[config.mk]
export PLATFORM = sky130hd
export DESIGN_NAME = ex_muldiv_unit
export DESIGN_NICKNAME = d
export VERILOG_FILES = /design/src/rtl/ex_muldiv_unit.sv
export SDC_FILE = /design/constraint.sdc
export NUM_CORES = 1
export LEC_CHECK = 0
export BUFFER_PORTS_ARGS = -buffer_cell sky130_fd_sc_hd__buf_4
export CORE_UTILIZATION = 30
export CTS_BUF_LIST = sky130_fd_sc_hd__clkbuf_2
export CTS_CLUSTER_DIAMETER = 30
export DETAILED_ROUTE_END_ITERATION = 16
export PLACE_DENSITY = 0.54
export SYNTH_ARGS = -nofsm -noshare
export SYNTH_HDL_FRONTEND = slang
export SYNTH_SLANG_ARGS = --single-unit
[constraint.sdc]
create_clock -name clk -period 6.3 [get_ports clk]
set_input_delay 0.63 -clock clk [delete_from_list [all_inputs] [get_ports clk]]
set_output_delay 0.63 -clock clk [all_outputs]
set_load 0.03 [all_outputs]
[src/rtl/ex_muldiv_unit.sv]
// ex_muldiv_unit: multi-cycle RV32M multiply/divide unit for the execute stage.
// Iterative shift-add multiply and restoring radix-2 divide with a fixed
// 33-cycle latency. Divide-by-zero and signed overflow finish in one cycle.
// Build option: define MULDIV_FAST_MUL_EN to compute all four multiply ops
// in a single cycle with a combinational 33x33 signed multiplier.
module ex_muldiv_unit #(
    parameter int XLEN = 32
) (
    input  logic            clk,
    input  logic            reset,
    input  logic            start,
    input  logic [2:0]      op,
    input  logic [XLEN-1:0] operand_a,
    input  logic [XLEN-1:0] operand_b,
    input  logic [4:0]      rd_id,
    input  logic            flush,
    output logic            busy,
    output logic            stall_req,
    output logic            done,
    output logic [XLEN-1:0] result,
    output logic [4:0]      result_rd_id
);

    typedef enum logic [1:0] {
        ST_IDLE = 2'd0,
        ST_MUL  = 2'd1,
        ST_DIV  = 2'd2,
        ST_DONE = 2'd3
    } state_t;

    state_t      state_r;
    state_t      state_nxt_s;

    // Operation context captured at accept
    logic [63:0] prod_r;          // mul: {acc, multiplier}; div: {remainder, dividend/quotient}
    logic [31:0] mcand_r;         // mul: |a| multiplicand; div: |b| divisor
    logic [5:0]  cnt_r;
    logic        res_neg_r;
    logic        mul_hi_r;
    logic        rem_sel_r;
    logic [4:0]  rd_lat_r;

    // Registered outputs
    logic        busy_r;
    logic        done_r;
    logic [31:0] result_r;
    logic [4:0]  result_rd_id_r;

    // Accept-time decode
    logic        signed_a_s;
    logic        signed_b_s;
    logic        neg_a_s;
    logic        neg_b_s;
    logic        res_neg_s;
    logic [31:0] abs_a_s;
    logic [31:0] abs_b_s;
    logic        div_zero_s;
    logic        div_ovf_s;
    logic        fast_mul_s;
    logic        fast_s;
    logic        accept_s;
    logic [31:0] fast_result_s;

    // Iteration datapath
    logic [32:0] mul_sum_s;
    logic [63:0] mul_next_s;
    logic [32:0] div_shift_s;
    logic [63:0] div_next_s;
    logic [63:0] mul_signed_s;
    logic [31:0] div_raw_s;
    logic [31:0] iter_result_s;
    logic [63:0] step_next_s;

    function automatic logic [31:0] neg32(input logic [31:0] v);
        return ~v + 32'd1;
    endfunction

    function automatic logic [63:0] neg64(input logic [63:0] v);
        return ~v + 64'd1;
    endfunction

    // MULHSU treats only rs1 as signed; DIVU/REMU/MULHU are fully unsigned.
    assign signed_a_s = op[2] ? ~op[0] : (op[1:0] != 2'b11);
    assign signed_b_s = op[2] ? ~op[0] : ~op[1];
    assign neg_a_s    = signed_a_s & operand_a[31];
    assign neg_b_s    = signed_b_s & operand_b[31];
    assign abs_a_s    = neg_a_s ? neg32(operand_a) : operand_a;
    assign abs_b_s    = neg_b_s ? neg32(operand_b) : operand_b;
    // Remainder takes the dividend's sign; everything else the product of signs.
    assign res_neg_s  = (op[2] & op[1]) ? neg_a_s : (neg_a_s ^ neg_b_s);

    assign div_zero_s = op[2] & (operand_b == 32'd0);
    assign div_ovf_s  = op[2] & ~op[0] & (operand_a == 32'h8000_0000) &
                        (operand_b == 32'hFFFF_FFFF);

`ifdef MULDIV_FAST_MUL_EN
    logic        ext_a_sign_s;
    logic        ext_b_sign_s;
    logic [63:0] ext_a_s;
    logic [63:0] ext_b_s;
    logic [63:0] fast_prod_s;

    // 33-bit operands (sign bit chosen per op) sign-extended; low 64 bits hold the exact product.
    assign ext_a_sign_s = signed_a_s & operand_a[31];
    assign ext_b_sign_s = signed_b_s & operand_b[31];
    assign ext_a_s      = {{31{ext_a_sign_s}}, ext_a_sign_s, operand_a};
    assign ext_b_s      = {{31{ext_b_sign_s}}, ext_b_sign_s, operand_b};
    assign fast_prod_s  = ext_a_s * ext_b_s;
    assign fast_mul_s   = ~op[2];
`else
    assign fast_mul_s   = 1'b0;
`endif

    assign fast_s   = div_zero_s | div_ovf_s | fast_mul_s;
    assign accept_s = start & (state_r == ST_IDLE) & ~flush;

    // Single-cycle results: divide special cases and, optionally, the fast multiplier
    always_comb begin
        fast_result_s = 32'd0;
        if (div_zero_s) begin
            fast_result_s = op[1] ? operand_a : 32'hFFFF_FFFF;
        end else if (div_ovf_s) begin
            fast_result_s = op[1] ? 32'd0 : 32'h8000_0000;
        end else begin
`ifdef MULDIV_FAST_MUL_EN
            fast_result_s = (op[1:0] == 2'b00) ? fast_prod_s[31:0] : fast_prod_s[63:32];
`else
            fast_result_s = 32'd0;
`endif
        end
    end

    // One shift-add multiply step and one restoring divide step on the shared register
    always_comb begin
        mul_sum_s   = {1'b0, prod_r[63:32]} + (prod_r[0] ? {1'b0, mcand_r} : 33'd0);
        mul_next_s  = {mul_sum_s, prod_r[31:1]};
        div_shift_s = {prod_r[63:32], prod_r[31]};
        div_next_s  = {div_shift_s[31:0], prod_r[30:0], 1'b0};
        if (div_shift_s >= {1'b0, mcand_r}) begin
            div_next_s = {div_shift_s[31:0] - mcand_r, prod_r[30:0], 1'b1};
        end else begin
            div_next_s = {div_shift_s[31:0], prod_r[30:0], 1'b0};
        end
    end

    // Final result selection with the single sign correction applied at load
    always_comb begin
        mul_signed_s  = res_neg_r ? neg64(mul_next_s) : mul_next_s;
        div_raw_s     = rem_sel_r ? div_next_s[63:32] : div_next_s[31:0];
        iter_result_s = 32'd0;
        step_next_s   = div_next_s;
        if (state_r == ST_MUL) begin
            iter_result_s = mul_hi_r ? mul_signed_s[63:32] : mul_signed_s[31:0];
            step_next_s   = mul_next_s;
        end else begin
            iter_result_s = res_neg_r ? neg32(div_raw_s) : div_raw_s;
            step_next_s   = div_next_s;
        end
    end

    // FSM state register
    always_ff @(posedge clk) begin
        if (reset) begin
            state_r <= ST_IDLE;
        end else begin
            state_r <= state_nxt_s;
        end
    end

    // FSM next-state logic; flush overrides everything, including a same-cycle start
    always_comb begin
        state_nxt_s = state_r;
        if (flush) begin
            state_nxt_s = ST_IDLE;
        end else begin
            case (state_r)
                ST_IDLE: begin
                    if (start) begin
                        if (fast_s) begin
                            state_nxt_s = ST_DONE;
                        end else if (op[2]) begin
                            state_nxt_s = ST_DIV;
                        end else begin
                            state_nxt_s = ST_MUL;
                        end
                    end else begin
                        state_nxt_s = ST_IDLE;
                    end
                end
                ST_MUL, ST_DIV: begin
                    if (cnt_r == 6'd31) begin
                        state_nxt_s = ST_DONE;
                    end else begin
                        state_nxt_s = state_r;
                    end
                end
                ST_DONE: state_nxt_s = ST_IDLE;
                default: state_nxt_s = ST_IDLE;
            endcase
        end
    end

    // FSM outputs: hold the pipeline from the accept cycle until the result is loaded
    always_comb begin
        case (state_r)
            ST_IDLE:        stall_req = start;
            ST_MUL, ST_DIV: stall_req = 1'b1;
            ST_DONE:        stall_req = 1'b0;
            default:        stall_req = 1'b0;
        endcase
    end

    // Operand capture, iteration and registered result/status
    always_ff @(posedge clk) begin
        if (reset) begin
            prod_r         <= 64'd0;
            mcand_r        <= 32'd0;
            cnt_r          <= 6'd0;
            res_neg_r      <= 1'b0;
            mul_hi_r       <= 1'b0;
            rem_sel_r      <= 1'b0;
            rd_lat_r       <= 5'd0;
            busy_r         <= 1'b0;
            done_r         <= 1'b0;
            result_r       <= 32'd0;
            result_rd_id_r <= 5'd0;
        end else begin
            busy_r <= (state_nxt_s != ST_IDLE);
            done_r <= 1'b0;
            if (accept_s) begin
                rd_lat_r  <= rd_id;
                cnt_r     <= 6'd0;
                res_neg_r <= res_neg_s;
                mul_hi_r  <= (op[1:0] != 2'b00);
                rem_sel_r <= op[1];
                if (op[2]) begin
                    prod_r  <= {32'd0, abs_a_s};
                    mcand_r <= abs_b_s;
                end else begin
                    prod_r  <= {32'd0, abs_b_s};
                    mcand_r <= abs_a_s;
                end
                if (fast_s) begin
                    result_r       <= fast_result_s;
                    result_rd_id_r <= rd_id;
                    done_r         <= 1'b1;
                end
            end else if (((state_r == ST_MUL) || (state_r == ST_DIV)) && !flush) begin
                prod_r <= step_next_s;
                cnt_r  <= cnt_r + 6'd1;
                if (cnt_r == 6'd31) begin
                    result_r       <= iter_result_s;
                    result_rd_id_r <= rd_lat_r;
                    done_r         <= 1'b1;
                end
            end
        end
    end

    assign busy         = busy_r;
    assign done         = done_r;
    assign result       = result_r;
    assign result_rd_id = result_rd_id_r;

endmodule

== Yosys cells after proc, flatten, opt, wreduce, memory -nomap -nowiden ==
Index checks and enable logic that the tools add are counted.
Widths: inputs -> output; s select.

* Register bits after elaboration: 151
* Input bits: 76
* Output and inout port bits: 40
* Word-level logic and storage cells: 98

* $add $sub $neg: 7
* Magnitude comparators: 1
* Equality and inequality tests: 8
* Mux-type cells: 40
* Bitwise operators: 18
* Reductions and logical operators: 12

{| class="wikitable"
|+ Operator list
! cell !! count
|-
| $mux 32 || 17
|-
| $mux 64 || 5
|-
| $add 32x1->32 const B || 3
|-
| $not 32->32 || 3
|-
| $add 64x1->64 const B || 1
|-
| $eq 32x32->1 const B || 2
|-
| $not 64->64 || 1
|-
| $add 32x32->33 || 1
|-
| $ge 33x32->1 || 1
|-
| $logic_not 32->1 || 1
|-
| $sub 32x32->32 || 1
|-
| $mux 5 || 4
|-
| $mux 2 || 5
|-
| $and 1x1->1 || 9
|-
| $reduce_bool 2->1 || 4
|-
| $mux 1 || 7
|-
| $add 6x1->6 const B || 1
|-
| $eq 6x5->1 const B || 1
|-
| $pmux 2 s3 || 1
|-
| $eq 2x2->1 const B || 2
|-
| $ne 2x2->1 const B || 2
|-
| $reduce_or 2->1 || 2
|-
| $not 1->1 || 3
|-
| $pmux 1 s3 || 1
|-
| 8 further kinds || 8
|}

== Depth between registers and ports, before layout ==
* Depth after elaboration: 10
* Gate-level depth with buffers: 20
* Depth with buffers taken out: 17

== Worst setup path after synthesis ==
No wires, ideal clock.

* Kind: reg-to-reg
* Start point: register prod_r[33]
* End point: register result_r[24], in the netlist result[24]
* Data arrival time: 4.817 ns
* Path slack: 1.413 ns
* Cell stages (with the launch flop): 19
* Buffers on the path: 4
* Clock period less this slack: 4.887 ns
* Path through: dfxtp_1 ha_1 clkbuf_1 o2111ai_1 a2111oi_0 o211ai_1 nand2_1 clkbuf_1 clkbuf_1 buf_1 nor3_1 a21oi_1 ha_1 nand2_1 nor4_1 nand4_1 o21ai_0 mux2_2 a21oi_1

* Longest elaborated chain between the ends: 10
* Elaborated cells between the ends (all ways): 16
* Classes of those cells: add/sub (4); order compare (1); mux (9); bitwise (2)

{| class="wikitable"
|+ Ends and longest elaborated chain
! item !! line !! RTL
|-
| start, declared || 35 || <nowiki>logic [63:0] prod_r;</nowiki>
|-
| start signal, assigned || 237 || <nowiki>prod_r <= {32'd0, abs_a_s};</nowiki>
|-
| start signal, assigned || 240 || <nowiki>prod_r <= {32'd0, abs_b_s};</nowiki>
|-
| start signal, assigned || 249 || <nowiki>prod_r <= step_next_s;</nowiki>
|-
| $sub 32x32->32 or $ge 33x32->1 (tied branches) || 140, 139 ||
|-
| $mux 64 || 139 || <nowiki>if (div_shift_s >= {1'b0, mcand_r}) begin</nowiki>
|-
| $mux 32 || 149 || <nowiki>div_raw_s = rem_sel_r ? div_next_s[63:32] : div_next_s[31:0];</nowiki>
|-
| $not 32->32 || 75 || <nowiki>return ~v + 32'd1;</nowiki>
|-
| $add 32x1->32 || 75 ||
|-
| $mux 32 || 156 || <nowiki>iter_result_s = res_neg_r ? neg32(div_raw_s) : div_raw_s;</nowiki>
|-
| $mux 32 * || 152 || <nowiki>if (state_r == ST_MUL) begin</nowiki>
|-
| $mux 32 * || 251 || <nowiki>if (cnt_r == 6'd31) begin</nowiki>
|-
| $mux 32 * || 248 || <nowiki>end else if (((state_r == ST_MUL) || (state_r == ST_DIV)) && !flush) begin</nowiki>
|-
| $mux 32 * || 230 || <nowiki>if (accept_s) begin</nowiki>
|-
| end signal, assigned || 244 || <nowiki>result_r <= fast_result_s;</nowiki>
|-
| end signal, assigned || 252 || <nowiki>result_r <= iter_result_s;</nowiki>
|-
| end, declared || 46 || <nowiki>logic [31:0] result_r;</nowiki>
|}

Every way passes the cells marked *; elsewhere a longest branch is shown, timed or not. The select of a mux whose other input is x is not followed.
A chain may end at the register's enable or synchronous reset.

== Worst setup path after layout ==
* Start point: register prod_r[0]
* End point: register result_r[26], in the netlist result[26]

* Longest elaborated chain between the ends: 10
* Elaborated cells between the ends (all ways): 15
* Classes of those cells: add/sub (3); mux (10); bitwise (2)

{| class="wikitable"
|+ Ends and longest elaborated chain
! item !! line !! RTL
|-
| $mux 32 || 135 || <nowiki>mul_sum_s = {1'b0, prod_r[63:32]} + (prod_r[0] ? {1'b0, mcand_r} : 33'd0);</nowiki>
|-
| $add 32x32->33 || 135 ||
|-
| $not 64->64 || 79 || <nowiki>return ~v + 64'd1;</nowiki>
|-
| $add 64x1->64 || 79 ||
|-
| $mux 64 || 148 || <nowiki>mul_signed_s = res_neg_r ? neg64(mul_next_s) : mul_next_s;</nowiki>
|-
| $mux 32 || 153 || <nowiki>iter_result_s = mul_hi_r ? mul_signed_s[63:32] : mul_signed_s[31:0];</nowiki>
|-
| $mux 32 * || 152 ||
|-
| $mux 32 * || 251 ||
|-
| $mux 32 * || 248 ||
|-
| $mux 32 * || 230 ||
|}

Marks and branches as above.

==> impl_results.md <==
* Status: finished, final reports clean
* Gr ovfl total at 0
* Async SR Flop Fraction at 0
* DR vias/cell at 6.139
* Critical path startpoint category: flip-flop
* Register area share after synthesis at 0.1720
* FF-to-FF path depth at 13
* Layout Skew at 52.75 ps
* Synth Area in Simple Gates at 0.2570
* Core ar. at 57810 um2
* Post-Synth XOR/XNOR Area at 0.07375
* Met3 WL at about 7000 um
* CTS Root Cell: clkbuf_2
* Number of synthesized flops with an enable pin at 0
* Synthesized area at between 15000 and 20000 um2
* CP Data Required Time at between 7000 and 8000 ps
* Met2 wire length at ~38000 um
* Prevailing post-synth register cell: dfxtp_1
* Via count at approximately 21000
* Final cell count without fillers at ~3400
* Post-synth top area cell: dfxtp_1
* Reg-to-reg critical path endpoint: result[26]
* Clock Latency Late Sink at ~1100 ps
* First-pass GRT wire length at between 100000 and 150000 um
* Antenna violations before repair at 4
* Filler instances at just over 6000
* Hold Crit Class: input pin to flip-flop
* Post-synth top cells: 282 x nor2_1, 269 x nand2_1, 248 x a21oi_1
* Hold Fails Final Rpt at 0
* Slew @ Worst Pin at ~1400 ps
* Final Util at 0.3434
* CTS resizes at 0
* Multiplexer area fraction after synthesis at 0.04627
* Avg Cell Area, Syn at around 6.8 um2
* Largest net degree at the start of global routing at between 80 and 90
* Layout Nets at roughly 2800
* Max-cap violations at 0
* RSZ-0062 raised after global routing: no
* Die ar. at 59560 um2
* Largest family of logic cells by synthesized area: compound AO/OA/AOI/OAI gates
* DR pass1 iterations at 6
* Arr. time, crit path at approximately 6700 ps
* CTS Buf Count at 17
* Post-synth cell types at 85
* Placed Instances at 3294
* Starting Density at 0.3041
* Synth Area in Compound Gates at 0.3349
* Port-buffer cells at around 120
* FF-to-FF Start: prod_r[0]
* Fmax at between 150 and 200 MHz
* Endpoints failing setup at 0
* Post-Synth Adder-Cell Area at 0.05424
* Final HPWL DP at around 66000 um
* Yosys top cell area share at 0.1720
* I/O pin total at about 120
* End point of the critical path: result[26]
* Clock Pin Slew Worst Setup and Hold Paths at 250 ps
* WS Path Type: flip-flop to flip-flop
* Crit path capture type: flip-flop
* DR iter-0 viols at 2499
* Power per cell area at roughly 160 nW/um2
* Hold Buf Count CTS at 57
* Routed WL at ~86000 um
* Final Critical Period at between 5000 and 6000 ps
* Total track usage at 0.2814
* Count leader, synth: nor2_1
* Relative slew slack at 0.04639
* Max FO, Critical Path at 10
* Highest routed layer: met5
* H-tree levels at 4
* # clock sinks at roughly 150
* Synth area leaders: dfxtp_1 17%, a21oi_1 7.1%, nor2_1 6.0%, nand2_1 5.7%, ha_1 5.2%
* Net Count, Synth at between 2000 and 3000
* P&R area growth vs syn at 12.94%
* Die Height at around 240 um
* Ys Warns at 0
* Final slew viol count at 0
* Final setup TNS at 0 ps
* Die width at around 240 um
* Final Power at 0.003110 W
* Worst reg2reg setup slack at between 600 and 700 ps
* Post-CTS Setup Inserts at 0
* Row count at 88
* Max VDD drop at between 0.09 and 0.1 mV
* Final worst path period share at 0.8999
* CTS max path bufs at 2
* Leak at around 7.3 nW
* Drt drc at 0
* Setup crit start: prod_r[0]
* Final antenna-violating net count at 0
* WL/cell at roughly 25 um
* WL met1 at roughly 36000 um
* Vias in the first global route at between 15000 and 20000
* Share of layout cells above drive strength 1 at 0.09435
* Placer congestion estimate at between 1 and 1.5
* CTS tree: built
* Synth Instances at approximately 2600
* #FFs+latches synth at 151
## layout make-up
class,count,area (um2),share of cell area
antenna,9,22.52,0.001135
clock buffer,19,95.09,0.004790
clock inverter,13,135.1,0.006807
inverter,77,289.0,0.01456
multi-input combinational,2135,13510,0.6805
sequential,151,3027,0.1525
tap,765,957.2,0.04822
timing repair buffer,223,1817,0.09152
## cells by family (layout without fill, tap and decap cells)
kind of cell	Yosys count	after routing
DFF	151	151
AOI/OAI and AO/OA	889	889
other	0	9
adders and majority gates	75	75
muxes	80	80
and+or+nand+nor	943	943
xor gates and xnor gates	148	148
buffers and inverters	285	332
## cell usage in the layout (no fill, tap or decap), types with 15 or more instances in the layout
cell / n
a21oi_1: 247
nand4_1: 39
xor2_1: 69
dfxtp_1: 148
a311oi_1: 15
dlygate4sd3_1: 57
inv_1: 74
and3_1: 20
nand2b_1: 20
a22oi_1: 27
a211oi_1: 69
o211ai_1: 88
clkbuf_2: 19
or4_1: 16
o31ai_1: 28
nand3_1: 61
nor2_1: 279
ha_1: 72
o21a_1: 25
buf_4: 166
nor3_1: 72
o21ai_0: 153
a21o_1: 22
or3_1: 31
nand2_1: 268
a31oi_1: 39
mux2i_1: 70
nor4_1: 20
and2_1: 52
xnor2_1: 79
## sequential cells by signal, summed over array words and instances, names as in the netlist
name,cells
state_r,2
cnt_r,6
done,1
rem_sel_r,1
mcand_r,32
rd_lat_r,5
result,32
result_rd_id,5
res_neg_r,1
mul_hi_r,1
prod_r,64
busy,1
## per-stage QoR
stage               area (um2)  setup WS (ps)  hold WS (ps)
finish                   19850          630.9         105.3
global route             19850          418.8        -19.69
CTS                      19830          733.3         4.634
detailed placement       19030          811.5         462.9
global placement         19030          887.0         459.6
floorplan                17580           1414         440.3
## per-layer routing
metal,track usage,vias to the layer above
li1,-,9587
met1,0.3663,9994
met2,0.4468,1053
met3,0.04895,189
met4,0.1369,2
met5,0,-
## report_power, final
group | switching (W) | total, W | internal (W) | leakage [nW]
sequential | 0.0000736 | 0.00107 | 0.000991 | 1.23
combinational | 0.000925 | 0.00140 | 0.000473 | 5.95
clock | 0.000431 | 0.000648 | 0.000217 | 0.145
## critical path, cell delays in order (launching register included)
cell and delay (ps):
dfxtp_1 480, and2_1 220, ha_1 460, o211ai_1 170, o21ai_0 840, a21oi_1 410, xnor2_1 320, or4_1 650
or4_4 570, nor4_1 410, a211oi_1 150, a2111o_1 480, o32a_1 350, o41ai_1 60
## worst min path at each step
stage	end	cells after the start	start	slack (ps)
floorplan	mcand_r[15]	2	mcand_r[15]	440
global placement	result[0]	2	result[0]	460
detailed placement	result[0]	2	result[0]	460
CTS	prod_r[30]	6	operand_a[30]	5
global route	result[6]	4	operand_a[6]	-20
finish	prod_r[9]	4	operand_b[9]	110
(Power assumes the default switching activity.)
